## src/rtl/ssd_pkg.sv

```systemverilog
// ssd_pkg -- shared types and defaults for the seven-segment scan controller.
//   ssd_state_e    : per-slot FSM state (BLANK gap, then SHOW)
//   digit_idx_t    : 2-bit digit index (0 = least significant nibble)
//   DEF_*          : parameter defaults (1 kHz digit rate at 50 MHz)
//   digit_blanked(): leading-zero blanking rule for one digit
package ssd_pkg;

  localparam int DEF_TICKS_PER_DIGIT = 50000;
  localparam int DEF_BLANK_TICKS     = 500;

  typedef enum logic {
    ST_BLANK = 1'b0,
    ST_SHOW  = 1'b1
  } ssd_state_e;

  typedef logic [1:0] digit_idx_t;

  // Digit k (k > 0) is dark when blanking is enabled and it and every more
  // significant nibble are zero. Digit 0 always lights so "0" stays visible.
  function automatic logic digit_blanked(input logic [15:0] disp,
                                         input digit_idx_t  idx,
                                         input logic        blank_lz);
    logic upper_zero;
    upper_zero = 1'b1;
    for (int k = 0; k < 4; k++) begin
      if ((k >= int'(idx)) && (disp[4*k +: 4] != 4'h0)) upper_zero = 1'b0;
    end
    return blank_lz && (idx != 2'd0) && upper_zero;
  endfunction

endpackage

```

## src/rtl/ssd_scan_controller_if.sv

```systemverilog
// ssd_scan_controller_if -- host-side signals of the scan controller.
//   value[15:0], load, blank_lz        : host -> controller
//   select, nibble, digit_en           : controller -> display decoders
//   load_ack, frame_done, dbg_state    : controller -> host / checkers
//
// Handshake: load is a one-cycle strobe with no ready; value is sampled on
// the clock edge where load is high. The controller answers with a one-cycle
// load_ack when a captured value reaches the display. Several loads may map
// onto one load_ack: the last one before the frame boundary wins.
interface ssd_scan_controller_if;
  import ssd_pkg::*;

  logic [15:0] value;
  logic        load;
  logic        blank_lz;
  digit_idx_t  select;
  logic [3:0]  nibble;
  logic        digit_en;
  logic        load_ack;
  logic        frame_done;
  ssd_state_e  dbg_state;

  modport master (
    output value, load, blank_lz,
    input  select, nibble, digit_en, load_ack, frame_done, dbg_state
  );

  modport slave (
    input  value, load, blank_lz,
    output select, nibble, digit_en, load_ack, frame_done, dbg_state
  );

endinterface

```

## src/rtl/ssd_tick_counter.sv

```systemverilog
// ssd_tick_counter -- prescaler for the scan FSM.
//   clk, reset : clock, synchronous active-high reset
//   clear      : restart at 0 on the next edge (state entry)
//   term       : terminal count for the current state
//   tc         : high while count == term (last cycle of the state)
module ssd_tick_counter #(
  parameter int W = 16
) (
  input  logic         clk,
  input  logic         reset,
  input  logic         clear,
  input  logic [W-1:0] term,
  output logic         tc
);

  logic [W-1:0] count;

  assign tc = (count == term);

  always_ff @(posedge clk) begin
    if (reset || clear) count <= '0;
    else                count <= count + 1'b1;
  end

endmodule

```

## src/rtl/ssd_scan_controller.sv

```systemverilog
// ssd_scan_controller -- multiplexed 4-digit hex display scanner.
//   clk, reset : clock, synchronous active-high reset
//   bus        : ssd_scan_controller_if.slave (value/load/blank_lz in;
//                select/nibble/digit_en/load_ack/frame_done/dbg_state out)
// Each digit slot is BLANK for BLANK_TICKS cycles then SHOW for the rest of
// TICKS_PER_DIGIT. Every output is a register, so outputs trail the internal
// state by one cycle; select, nibble and digit_en all trail equally and stay
// aligned with each other.
module ssd_scan_controller
  import ssd_pkg::*;
#(
  parameter int TICKS_PER_DIGIT = DEF_TICKS_PER_DIGIT,
  parameter int BLANK_TICKS     = DEF_BLANK_TICKS
) (
  input  logic                  clk,
  input  logic                  reset,
  ssd_scan_controller_if.slave  bus
);

  localparam int CW = (TICKS_PER_DIGIT > 1) ? $clog2(TICKS_PER_DIGIT) : 1;
  localparam logic [CW-1:0] BLANK_LAST = CW'(BLANK_TICKS - 1);
  localparam logic [CW-1:0] SHOW_LAST  = CW'(TICKS_PER_DIGIT - BLANK_TICKS - 1);

  ssd_state_e  state_q, state_d;
  digit_idx_t  idx_q, idx_d;
  logic        tc;
  logic        frame_end;
  logic [CW-1:0] term;

  logic [15:0] disp_q;
  logic [15:0] pend_q;
  logic        pend_valid_q;

  digit_idx_t  select_q;
  logic [3:0]  nibble_q;
  logic        digit_en_q;
  logic        load_ack_q;
  logic        frame_done_q;

  assign term = (state_q == ST_BLANK) ? BLANK_LAST : SHOW_LAST;

  // Every terminal count is a state change, so tc doubles as the restart.
  ssd_tick_counter #(.W(CW)) u_tick (
    .clk   (clk),
    .reset (reset),
    .clear (tc),
    .term  (term),
    .tc    (tc)
  );

  always_ff @(posedge clk) begin
    if (reset) begin
      state_q <= ST_BLANK;
      idx_q   <= 2'd0;
    end else begin
      state_q <= state_d;
      idx_q   <= idx_d;
    end
  end

  always_comb begin
    state_d   = state_q;
    idx_d     = idx_q;
    frame_end = 1'b0;
    if (tc) begin
      case (state_q)
        ST_BLANK: state_d = ST_SHOW;
        ST_SHOW: begin
          state_d   = ST_BLANK;
          idx_d     = idx_q + 2'd1;
          frame_end = (idx_q == 2'd3);
        end
        default: state_d = ST_BLANK;
      endcase
    end
  end

  // Display update: pending is only consumed at the frame boundary, so a
  // frame never shows a mix of old and new digits. A load landing exactly on
  // the boundary goes straight to the display and supersedes any pending.
  always_ff @(posedge clk) begin
    if (reset) begin
      disp_q       <= 16'h0000;
      pend_q       <= 16'h0000;
      pend_valid_q <= 1'b0;
      load_ack_q   <= 1'b0;
    end else if (frame_end) begin
      pend_valid_q <= 1'b0;
      if (bus.load) begin
        disp_q     <= bus.value;
        load_ack_q <= 1'b1;
      end else if (pend_valid_q) begin
        disp_q     <= pend_q;
        load_ack_q <= 1'b1;
      end else begin
        load_ack_q <= 1'b0;
      end
    end else begin
      load_ack_q <= 1'b0;
      if (bus.load) begin
        pend_q       <= bus.value;
        pend_valid_q <= 1'b1;
      end
    end
  end

  always_ff @(posedge clk) begin
    if (reset) begin
      select_q     <= 2'd0;
      nibble_q     <= 4'h0;
      digit_en_q   <= 1'b0;
      frame_done_q <= 1'b0;
    end else begin
      select_q     <= idx_q;
      nibble_q     <= disp_q[{idx_q, 2'b00} +: 4];
      digit_en_q   <= (state_q == ST_SHOW) &&
                      !digit_blanked(disp_q, idx_q, bus.blank_lz);
      frame_done_q <= frame_end;
    end
  end

  assign bus.select     = select_q;
  assign bus.nibble     = nibble_q;
  assign bus.digit_en   = digit_en_q;
  assign bus.load_ack   = load_ack_q;
  assign bus.frame_done = frame_done_q;
  assign bus.dbg_state  = state_q;

endmodule

```

## src/flat_wrapper.sv

```systemverilog
// flat-port wrapper written by rule: the top's interface ports become plain ports
module ssd_scan_controller_flat import ssd_pkg::*;
#(
  parameter int TICKS_PER_DIGIT = DEF_TICKS_PER_DIGIT,
  parameter int BLANK_TICKS     = DEF_BLANK_TICKS
)
  (clk, reset, bus_value, bus_load, bus_blank_lz, bus_select, bus_nibble, bus_digit_en, bus_load_ack, bus_frame_done, bus_dbg_state);
  ssd_scan_controller_if bus_i ();
  input  logic clk;
  input  logic reset;
  input wire logic [$bits(bus_i.value)-1:0] bus_value;
  input wire logic [$bits(bus_i.load)-1:0] bus_load;
  input wire logic [$bits(bus_i.blank_lz)-1:0] bus_blank_lz;
  output wire logic [$bits(bus_i.select)-1:0] bus_select;
  output wire logic [$bits(bus_i.nibble)-1:0] bus_nibble;
  output wire logic [$bits(bus_i.digit_en)-1:0] bus_digit_en;
  output wire logic [$bits(bus_i.load_ack)-1:0] bus_load_ack;
  output wire logic [$bits(bus_i.frame_done)-1:0] bus_frame_done;
  output wire logic [$bits(bus_i.dbg_state)-1:0] bus_dbg_state;
  assign bus_i.value = bus_value;
  assign bus_i.load = bus_load;
  assign bus_i.blank_lz = bus_blank_lz;
  assign bus_select = bus_i.select;
  assign bus_nibble = bus_i.nibble;
  assign bus_digit_en = bus_i.digit_en;
  assign bus_load_ack = bus_i.load_ack;
  assign bus_frame_done = bus_i.frame_done;
  assign bus_dbg_state = bus_i.dbg_state;
  ssd_scan_controller #(.TICKS_PER_DIGIT(TICKS_PER_DIGIT), .BLANK_TICKS(BLANK_TICKS)) u_core (.clk(clk), .reset(reset), .bus(bus_i));
endmodule
```

## config.mk

```make
export PLATFORM = sky130hd
export DESIGN_NAME = ssd_scan_controller_flat
export DESIGN_NICKNAME = d
export VERILOG_FILES = /design/src/rtl/ssd_pkg.sv /design/src/rtl/ssd_scan_controller_if.sv /design/src/rtl/ssd_tick_counter.sv /design/src/rtl/ssd_scan_controller.sv /design/src/flat_wrapper.sv
export SDC_FILE = /design/constraint.sdc
export NUM_CORES = 1
export LEC_CHECK = 0
export CORE_MARGIN = 1.5
export CORE_UTILIZATION = 45
export CTS_CLUSTER_SIZE = 25
export DETAILED_ROUTE_END_ITERATION = 12
export PLACE_DENSITY = 0.77
export SYNTH_ARGS = -nofsm -noshare
export SYNTH_HDL_FRONTEND = slang
export SYNTH_SLANG_ARGS = --single-unit
```

## constraint.sdc

```tcl
create_clock -name clk -period 2.2 [get_ports clk]
set_input_delay 0.44 -clock clk [delete_from_list [all_inputs] [get_ports clk]]
set_output_delay 0.44 -clock clk [all_outputs]
set_load 0.02 [all_outputs]
```

Word-level counts from Yosys, hierarchy flattened
Index checks and enable logic that the tools add are counted.
Widths: inputs -> output; s select.
{"block": "op_classes", "order_cmp": 3, "eq_ne": 2, "n_reduce_logical": 19, "shift": 1, "n_bitwise": 2, "addsub": 2, "mux": 13}
{"cell": "$mux 16", "n": 3}
{"cell": "$add 16x1->16 const B", "n": 1}
{"cell": "$eq 16x16->1", "n": 1}
{"cell": "$reduce_bool 4->1", "n": 4}
{"cell": "$shiftx 16x5->4", "n": 1}
{"cell": "$mux 1", "n": 9}
{"cell": "$logic_and 1x1->1", "n": 6}
{"cell": "$reduce_and 2->1", "n": 3}
{"cell": "$ge 1x2->1 const A", "n": 2}
{"cell": "$reduce_bool 2->1", "n": 2}
{"cell": "$reduce_or 2->1", "n": 2}
{"cell": "$add 2x1->2 const B", "n": 1}
{"cell": "$eq 2x2->1 const B", "n": 1}
{"cell": "$ge 2x2->1 const A", "n": 1}
{"cell": "$not 1->1", "n": 2}
{"cell": "$pmux 1 s2", "n": 1}
{"cell": "$logic_not 1->1", "n": 1}
{"cell": "$logic_or 1x1->1", "n": 1}
{"block": "word_totals", "output_inout_bits": 10, "elab_cells": 53, "regBits": 61, "input_bits": 20}

Logic depth before layout (Yosys ltp)
Gate-level depths: netlist of run 1.
{"block": "logic_depth", "ltp_word": 10, "depth_mapped": 8, "depth_no_buf": 6}

By module
A second synthesis of run 1 with hierarchy kept.
{"block": "unflattened", "cells_unflattened": 307, "hier_area_um2": 2972.9}
{"module": "ssd_scan_controller", "cells_each": 203, "seq_area_each_um2": 900.9, "area_each_um2": 2062.0, "instances": 1}
{"module": "ssd_tick_counter", "cells_each": 104, "seq_area_each_um2": 320.3, "area_each_um2": 910.9, "instances": 1}

Worst setup path before layout of run 1
No wires, ideal clock.
{"block": "synth_path", "path_kind": "register to register", "start": "register u_core.u_tick.count[0]", "end": "register u_core.pend_q[10]", "arrival_ps": 1667, "period_less_slack_ps": 1739, "stages_incl_launch_ff": 9, "setup_time_ps": 72, "slack_ps": 461, "path_cell_list": "dfxtp_1 ha_1 and4b_1 and4b_1 buf_6 a21boi_2 buf_6 buf_6 mux2i_1"}
{"block": "synth_between", "elab_chain_len": 4}
{"item": "from (decl)", "line_no": "ssd_tick_counter.sv:16", "rtl": "logic [W-1:0] count;"}
{"item": "from (signal assigned)", "line_no": "ssd_tick_counter.sv:22", "rtl": "else count <= count + 1'b1;"}
{"item": "$eq 16x16->1", "line_no": "ssd_tick_counter.sv:18", "rtl": "assign tc = (count == term);"}
{"item": "$mux 1", "line_no": "ssd_scan_controller.sv:65", "rtl": "if (tc) begin"}
{"item": "$not 1->1 (no source line)"}
{"item": "$reduce_and 2->1 (no source line)"}
{"item": "to (signal assigned)", "line_no": "ssd_scan_controller.sv:101", "rtl": "pend_q <= bus.value;"}
{"item": "to (decl)", "line_no": "ssd_scan_controller.sv:31", "rtl": "logic [15:0] pend_q;"}
Every way passes these cells.
A chain may end at the register's enable or synchronous reset.

Final worst setup path of run 1
{"block": "layout_path", "start": "register u_core.u_tick.count[14]", "end": "register u_core.disp_q[6]"}
{"block": "layout_between", "elab_chain_len": 3}
{"item": "$eq 16x16->1", "line_no": "ssd_tick_counter.sv:18"}
{"item": "$mux 1", "line_no": "ssd_scan_controller.sv:65"}
{"item": "$reduce_and 2->1 (no source line)"}
{"item": "to (signal assigned)", "line_no": "ssd_scan_controller.sv:90", "rtl": "disp_q <= bus.value;"}
{"item": "to (signal assigned)", "line_no": "ssd_scan_controller.sv:93", "rtl": "disp_q <= pend_q;"}
{"item": "to (decl)", "line_no": "ssd_scan_controller.sv:30", "rtl": "logic [15:0] disp_q;"}
Every way passes these cells.

==> impl_metrics.py, run 1 <==
metrics = {
    "run_status": {
        "status": "finished clean",
    },
    "logic_synthesis": {
        "netlist_instances": 295,
        "ys_types": 41,
        "synth_area_sq_um": 2890,
        "ys_ff_latch": 61,
        "yosysWarnings": 0,
        "syn_nets": 319,
        "avgSynthCellArea_sq_um": 9.81,
        "ys_seq_area_frac": 0.422,
    },
    "setup_path": {
        "path_depth": 4,
        "slowest_stage": "o311ai_0",
        "cp-end-kind": "flop",
        "cp_slowest_stage_delay_ns": 0.54,
        "reg2reg_depth": 4,
        "cp-endpoint": "u_core.disp_q[6]",
        "startpoint_type": "flop",
        "crit_path_max_fanout": 16,
        "critPathBufInv": 0,
        "required_ns": 2.40,
        "ff2ff_setup_slack_ns": 0.26,
        "worstSetupPathType": "reg -> reg",
        "rr_startpoint": "u_core.u_tick.count[14]",
        "crit_path_start": "u_core.u_tick.count[14]",
        "rr_endpoint": "u_core.disp_q[6]",
        "path_cells": "and4b_1 -> nand3_1 -> o311ai_0 -> o41ai_1",
        "worstPathArrival_ns": 2.15,
        "crit_family": "simple AND/OR/NAND/NOR gates",
    },
    "grt": {
        "grt_pass1_wl_um": 10200,
        "grt_overflow": 0,
        "grt_max_degree": 54,
        "grt_pass1_vias": 2176,
        "antenna_found_initial": 0,
        "grtUsageTotal": 0.185,
    },
    "placed_design": {
        "hpwlAfterDp_um": 3980,
        "place.gp.congestion": 0.851,
        "place_area_sq_um": 3210,
        "io_buffers": 29,
        "placed_cells": 391,
    },
    "final_layout": {
        "multi_input_area_sq_um": 1480,
        "fin_nets": 349,
        "seqCellArea_sq_um": 1220,
        "synthToLayoutAreaGrowth_pct": 19.0,
        "final_cell_area_sq_um": 3440,
        "instances_no_fill": 407,
        "diodes": 0,
        "final_common_cell": "dfxtp_1",
        "n_fill_cell": 559,
        "mostFrequentLayoutCells": "dfxtp_1, nand2_1, mux2i_1, clkdlybuf4s50_1, nor2_1",
        "drive_above_1_share": 0.121,
    },
    "drt": {
        "num_vias": 2326,
        "avgViaCountPerCell": 5.71,
        "drt-wirelength-per-cell_um": 14.6,
        "wl_um": 5920,
        "drc_errors": 0,
        "drt-initial-drc-count": 201,
        "ant_nets": 0,
        "drtPass1Iterations": 4,
    },
    "floorplanning": {
        "fp.dieArea_sq_um": 6920,
        "die_h_um": 83.2,
        "core_area_sq_um": 6280,
        "rows": 29,
        "initial_core_util": 0.461,
        "die_w_um": 83.2,
        "ios": 30,
    },
    "power": {
        "vdd_drop_max_uv": 439,
        "p_leak_uw": 0.00129,
        "powerDensity_nw_per_um2": 703,
    },
    "clock_tree": {
        "clk_latency_ns": 0.34,
        "cts.clk_slew.worst_paths_ns": 0.07,
        "cts_root_buf": "clkbuf_8",
        "cts_tree": "yes",
        "cts.htree.levels": 3,
        "cts_buffer_depth": 2,
        "postCtsHoldBufs": 0,
        "cts_sinks": 61,
        "cts_made_buffers": 9,
    },
    "job": {
        "cap_violations": 0,
    },
    "timing": {
        "min_period_ns": 1.94,
        "max_slew_margin": 0.503,
        "finalCritPeriodShare": 0.884,
        "fmax_mhz": 514,
        "hold_viol_final": 0,
        "worst_pin_slew_ns": 0.744,
        "slew_violations": 0,
        "setup_viol": 0,
        "clock_skew_ns": 0.00910,
        "grt_setup_unrepaired": "false",
        "hold_slack_ns": 0.442,
    },
    "min_path": {
        "hp-class": "reg -> reg",
    },
}
[Yosys cell counts]
| master | number | area, sq um |
|---|---|---|
| nand3_1 | 5 | 25.0 |
| inv_1 | 7 | 26.3 |
| dlygate4sd1_1 | 4 | 35.0 |
| o21ai_0 | 5 | 25.0 |
| mux2i_1 | 32 | 320 |
| nand4_1 | 4 | 25.0 |
| and3_4 | 1 | 11.3 |
| nor4_2 | 1 | 12.5 |
| a211oi_1 | 1 | 7.51 |
| and4_1 | 1 | 8.76 |
| and3_1 | 1 | 6.26 |
| or4_1 | 1 | 7.51 |
| o22ai_1 | 1 | 6.26 |
| buf_2 | 8 | 40.0 |
| nand4b_1 | 2 | 17.5 |
| dlymetal6s2s_1 | 1 | 12.5 |
| nor2b_1 | 1 | 6.26 |
| o311ai_0 | 16 | 140 |
| nor3_1 | 6 | 30.0 |
| nand2_1 | 40 | 150 |
| or2_2 | 1 | 6.26 |
| and4b_1 | 3 | 30.0 |
| clkbuf_1 | 5 | 18.8 |
| and2_1 | 5 | 31.3 |
| a21boi_2 | 1 | 11.3 |
| xnor2_1 | 10 | 87.6 |
| dfxtp_1 | 61 | 1220 |
| mux4_2 | 4 | 90.1 |
| a21oi_1 | 5 | 25.0 |
| xor2_1 | 2 | 17.5 |
| o41ai_1 | 17 | 149 |
| nor4b_1 | 1 | 8.76 |
| ha_1 | 4 | 50.1 |
| nand2_8 | 1 | 20.0 |
| or3_1 | 2 | 12.5 |
| a31o_2 | 2 | 17.5 |
| buf_6 | 6 | 67.6 |
| clkinv_1 | 1 | 3.75 |
| and2b_1 | 1 | 7.51 |
| nor2_1 | 21 | 78.8 |
| nor4_1 | 4 | 25.0 |
[cell type report]
| class | instances | share of cell area |
|---|---|---|
| flip-flops and latches | 61 | 0.355 |
| multi-input cells | 202 | 0.428 |
| repair buffers | 43 | 0.115 |
| well taps | 77 | 0.0280 |
| inverters | 8 | 0.00872 |
| clock buffers | 12 | 0.0451 |
| clock inverters | 4 | 0.0203 |
[cells by family after synthesis]
| kind of cell | after synthesis | share of synthesized area |
|---|---|---|
| xor+xnor | 12 | 0.0363 |
| flops | 61 | 0.422 |
| simple gates | 102 | 0.180 |
| mux | 36 | 0.142 |
| buf+inv | 32 | 0.0705 |
| compound gates | 48 | 0.132 |
| fa+ha+maj | 4 | 0.0173 |
[through the flow]
step                setup TNS, ns  utilization  setup slack (ns)  total power (uW)
finish                          0        0.549             0.256              2420
global route                    0        0.549            0.0534              2500
CTS                             0        0.549             0.254              2450
detailed placement         -0.640        0.511           -0.0749              1330
global placement           -0.253        0.511           -0.0181              1320
floorplan                       0            -             0.461              1270
[per-layer routing]
metal | part of all wire | vias to the layer above | GRT usage
met1 | 0.48 | 1108 | 0.257
met5 | 0 | - | 0
met3 | 0.040 | 12 | 0.0328
met2 | 0.45 | 63 | 0.266
met4 | 0.028 | 0 | 0.112
li1 | - | 1143 | -
[flip-flops by register name (all words and copies together) (netlist names), 2 cells and up]
signal	count
u_core.bus.nibble	4
u_core.pend_q	16
u_core.idx_q	2
u_core.bus.select	2
u_core.u_tick.count	16
u_core.disp_q	16
[repair_timing]
action                                  in CTS  in global routing
endpoints found under the hold margin        0                  0
setup buffers                                0                  0
resized for setup                            1                  0
endpoints found under the setup margin      16                  0
[how the worst min path moves through the flow]
| stage | slack (ns) | startpoint | cells past startpoint | end |
|---|---|---|---|---|
| after global routing | 0.47 | u_core.pend_q[11] | 2 | u_core.pend_q[11] |
| after floorplan | 0.42 | u_core.u_tick.count[0] | 1 | u_core.u_tick.count[0] |
| final | 0.44 | u_core.u_tick.count[0] | 1 | u_core.u_tick.count[0] |
| after global placement | 0.43 | u_core.u_tick.count[0] | 1 | u_core.u_tick.count[0] |
| after detailed placement | 0.43 | u_core.u_tick.count[0] | 1 | u_core.u_tick.count[0] |
| after CTS | 0.45 | u_core.u_tick.count[0] | 1 | u_core.u_tick.count[0] |
[power by group]
| part | internal [uW] | switching (uW) | total, uW | leakage, uW |
|---|---|---|---|---|
| combinational | 75.8 | 85.5 | 161 | 0.000679 |
| clock | 696 | 422 | 1120 | 0.000116 |
| sequential | 1130 | 12.7 | 1140 | 0.000495 |
(Power assumes the default switching activity.)
==> run 2: changes to the inputs <==
--- a/config.mk
+++ b/config.mk
@@ -5,6 +5,7 @@
 export SDC_FILE = /design/constraint.sdc
 export NUM_CORES = 1
 export LEC_CHECK = 0
+export CAP_MARGIN = 20
 export CORE_MARGIN = 1.5
 export CORE_UTILIZATION = 45
 export CTS_CLUSTER_SIZE = 25
==> run 2 against run 1 <==
Compared with the run above:
- worst hold slack gained 0.0053 ns
- die area stayed put
- sequential cell count unchanged
- via count increased by 0.21%
- critical path depth increased by 2
- largest power group unchanged
- cell area grew 0.22%
- first-iteration DRC count is 11% lower
- sequential share of layout area fell by 0.077 points
- global-route usage increased by 0.35 points
- final cell count up 0.25%
- wire length is 3.3% higher
==> impl_metrics.py, run 2 (synthesis results as in run 1) <==
metrics = {
    "timing": {
        "worst_pin_slew_ns": 0.575,
        "finalCritPeriodShare": 0.890,
        "finalSetupTns_ns": 0,
        "grt_setup_unrepaired": "false",
        "fmax_mhz": 511,
        "clock_skew_ns": 0.00748,
        "setup_viol": 0,
        "hold_viol_final": 0,
        "max_slew_margin": 0.614,
        "min_period_ns": 1.96,
        "slew_violations": 0,
    },
    "final_layout": {
        "final_common_cell": "dfxtp_1",
        "fin_nets": 350,
        "synthToLayoutAreaGrowth_pct": 19.3,
        "mostFrequentLayoutCells": "dfxtp_1, nand2_1, mux2i_1, clkdlybuf4s50_1, nor2_1",
        "reg_top3": "u_core.disp_q: 16 flops, u_core.pend_q: 16 flops, u_core.u_tick.count: 16 flops",
        "diodes": 0,
        "n_fill_cell": 559,
        "drive_above_1_share": 0.124,
    },
    "grt": {
        "grt_pass1_wl_um": 10400,
        "grt_overflow": 0,
        "antenna_found_initial": 0,
        "grt_max_degree": 54,
        "grt_pass1_vias": 2222,
        "grtUsageTotal": 0.188,
    },
    "clock_tree": {
        "cts_root_buf": "clkbuf_8",
        "clk_latency_ns": 0.34,
        "cts.clk_slew.worst_paths_ns": 0.07,
        "cts_made_buffers": 9,
        "cts_resized": 0,
        "postCtsHoldBufs": 0,
        "cts_sinks": 61,
        "cts_tree": "yes",
        "cts_setup_buffers": 0,
        "cts_buffer_depth": 2,
        "cts.htree.levels": 3,
    },
    "job": {
        "cap_violations": 0,
    },
    "setup_path": {
        "rr_startpoint": "u_core.u_tick.count[0]",
        "cp-end-kind": "flop",
        "worstPathArrival_ns": 2.23,
        "required_ns": 2.48,
        "startpoint_type": "flop",
        "reg2reg_depth": 6,
        "rr_endpoint": "u_core.pend_q[9]",
        "crit_path_max_fanout": 10,
        "ff2ff_setup_slack_ns": 0.24,
        "worstSetupPathType": "reg -> reg",
    },
    "power": {
        "powerDensity_nw_per_um2": 705,
        "totalPowerFinal_uw": 2430,
        "p_comb_frac": 0.067,
        "vdd_drop_max_uv": 393,
        "p_switching_uw": 531,
        "p_int_uw": 1900,
        "netSwitchingFraction": 0.218,
        "seqPwrFrac": 0.469,
        "clockPowerShare": 0.464,
        "p_leak_uw": 0.00129,
    },
    "floorplanning": {
        "ios": 30,
        "core_area_sq_um": 6280,
        "die_w_um": 83.2,
        "initial_core_util": 0.461,
        "fp.dieArea_sq_um": 6920,
        "rows": 29,
        "die_h_um": 83.2,
    },
    "drt": {
        "num_vias": 2331,
        "ant_nets": 0,
        "drt-initial-drc-count": 179,
        "avgViaCountPerCell": 5.71,
        "drtPass1Iterations": 4,
        "drt-wirelength-per-cell_um": 15.0,
        "wl_um": 6120,
        "drc_errors": 0,
    },
    "placed_design": {
        "io_buffers": 29,
        "place.gp.congestion": 0.851,
        "hpwlAfterDp_um": 4100,
    },
    "min_path": {
        "hold_path_depth": 1,
        "hp-start": "u_core.u_tick.count[0]",
        "min_to": "u_core.u_tick.count[0]",
        "hp-class": "reg -> reg",
    },
    "run_status": {
        "status": "finished clean",
    },
}
run 2: changes by cell type in the layout (fill, tap and decap cells not counted):
cell | before | now
a21boi_4 | 1 | 0
buf_8 | 0 | 1
a21boi_2 | 0 | 1
run 2: critical path, stage by stage (launching register included):
cell and delay, ns:
dfxtp_1 0.32, ha_1 0.22, and4b_1 0.22, and4b_1 0.22, a21boi_2 0.48, buf_8 0.24, mux2i_1 0.19
run 2: how the worst max path moves through the flow:
| stage | start | end | slack (ns) | cells past startpoint |
|---|---|---|---|---|
| after detailed placement | reset | u_core.disp_q[9] | 0.20 | 5 |
| final | u_core.u_tick.count[0] | u_core.pend_q[9] | 0.24 | 6 |
| after global routing | u_core.u_tick.count[0] | u_core.pend_q[9] | 0.11 | 6 |
| after floorplan | u_core.u_tick.count[0] | u_core.pend_q[10] | 0.46 | 8 |
| after global placement | bus_load | u_core.pend_q[4] | -0.02 | 3 |
| after CTS | u_core.u_tick.count[0] | u_core.pend_q[14] | 0.24 | 6 |
run 2: through the flow:
| step | setup slack, ns | util | area, sq um | hold WS (ns) | std cells |
|---|---|---|---|---|---|
| 6_report | 0.242 | 0.550 | 3450 | 0.447 | 408 |
| 5_1_grt | 0.105 | 0.550 | 3450 | 0.479 | 408 |
| 4_1_cts | 0.239 | 0.550 | 3450 | 0.451 | 408 |
| 3_5_place_dp | 0.204 | 0.514 | 3230 | 0.437 | 392 |
| 3_3_place_gp | -0.0181 | 0.511 | 3210 | 0.433 | 391 |
| 2_1_floorplan | 0.461 | - | 2890 | 0.418 | 295 |
run 2: layout make-up:
type	count	area (sq um)	area share
repair buffers	44	410	0.119
multi-input cells	202	1470	0.425
well taps	77	96.3	0.0279
flip-flops and latches	61	1220	0.354
clock inverters	4	70.1	0.0203
inverters	8	30.0	0.00870
clock buffers	12	155	0.0450
run 2: power by group through the flow:
stage | clock (uW) | combinational (uW) | sequential (uW)
finish | 1130 | 163 | 1140
global route | 1190 | 178 | 1140
CTS | 1140 | 164 | 1140
detailed placement | 0 | 163 | 1170
global placement | 0 | 158 | 1170
floorplan | 0 | 109 | 1160
run 2: routing by layer:
layer  routed length [um]  share of wire  track usage  vias up
met1                 2870           0.47        0.257     1099
met2                 2810           0.46        0.281       75
met4                  155          0.025        0.108        0
met5                    0              0            0        -
met3                  287          0.047       0.0328       12
li1                     -              -            -     1145
==> run 3: changes to the inputs <==
--- a/config.mk
+++ b/config.mk
@@ -14,3 +14,4 @@
 export SYNTH_ARGS = -nofsm -noshare
 export SYNTH_HDL_FRONTEND = slang
 export SYNTH_SLANG_ARGS = --single-unit
+export TNS_END_PERCENT = 100
==> results of run 3 <==
The final DEF is identical to that of run 2; final timing and power are the same.
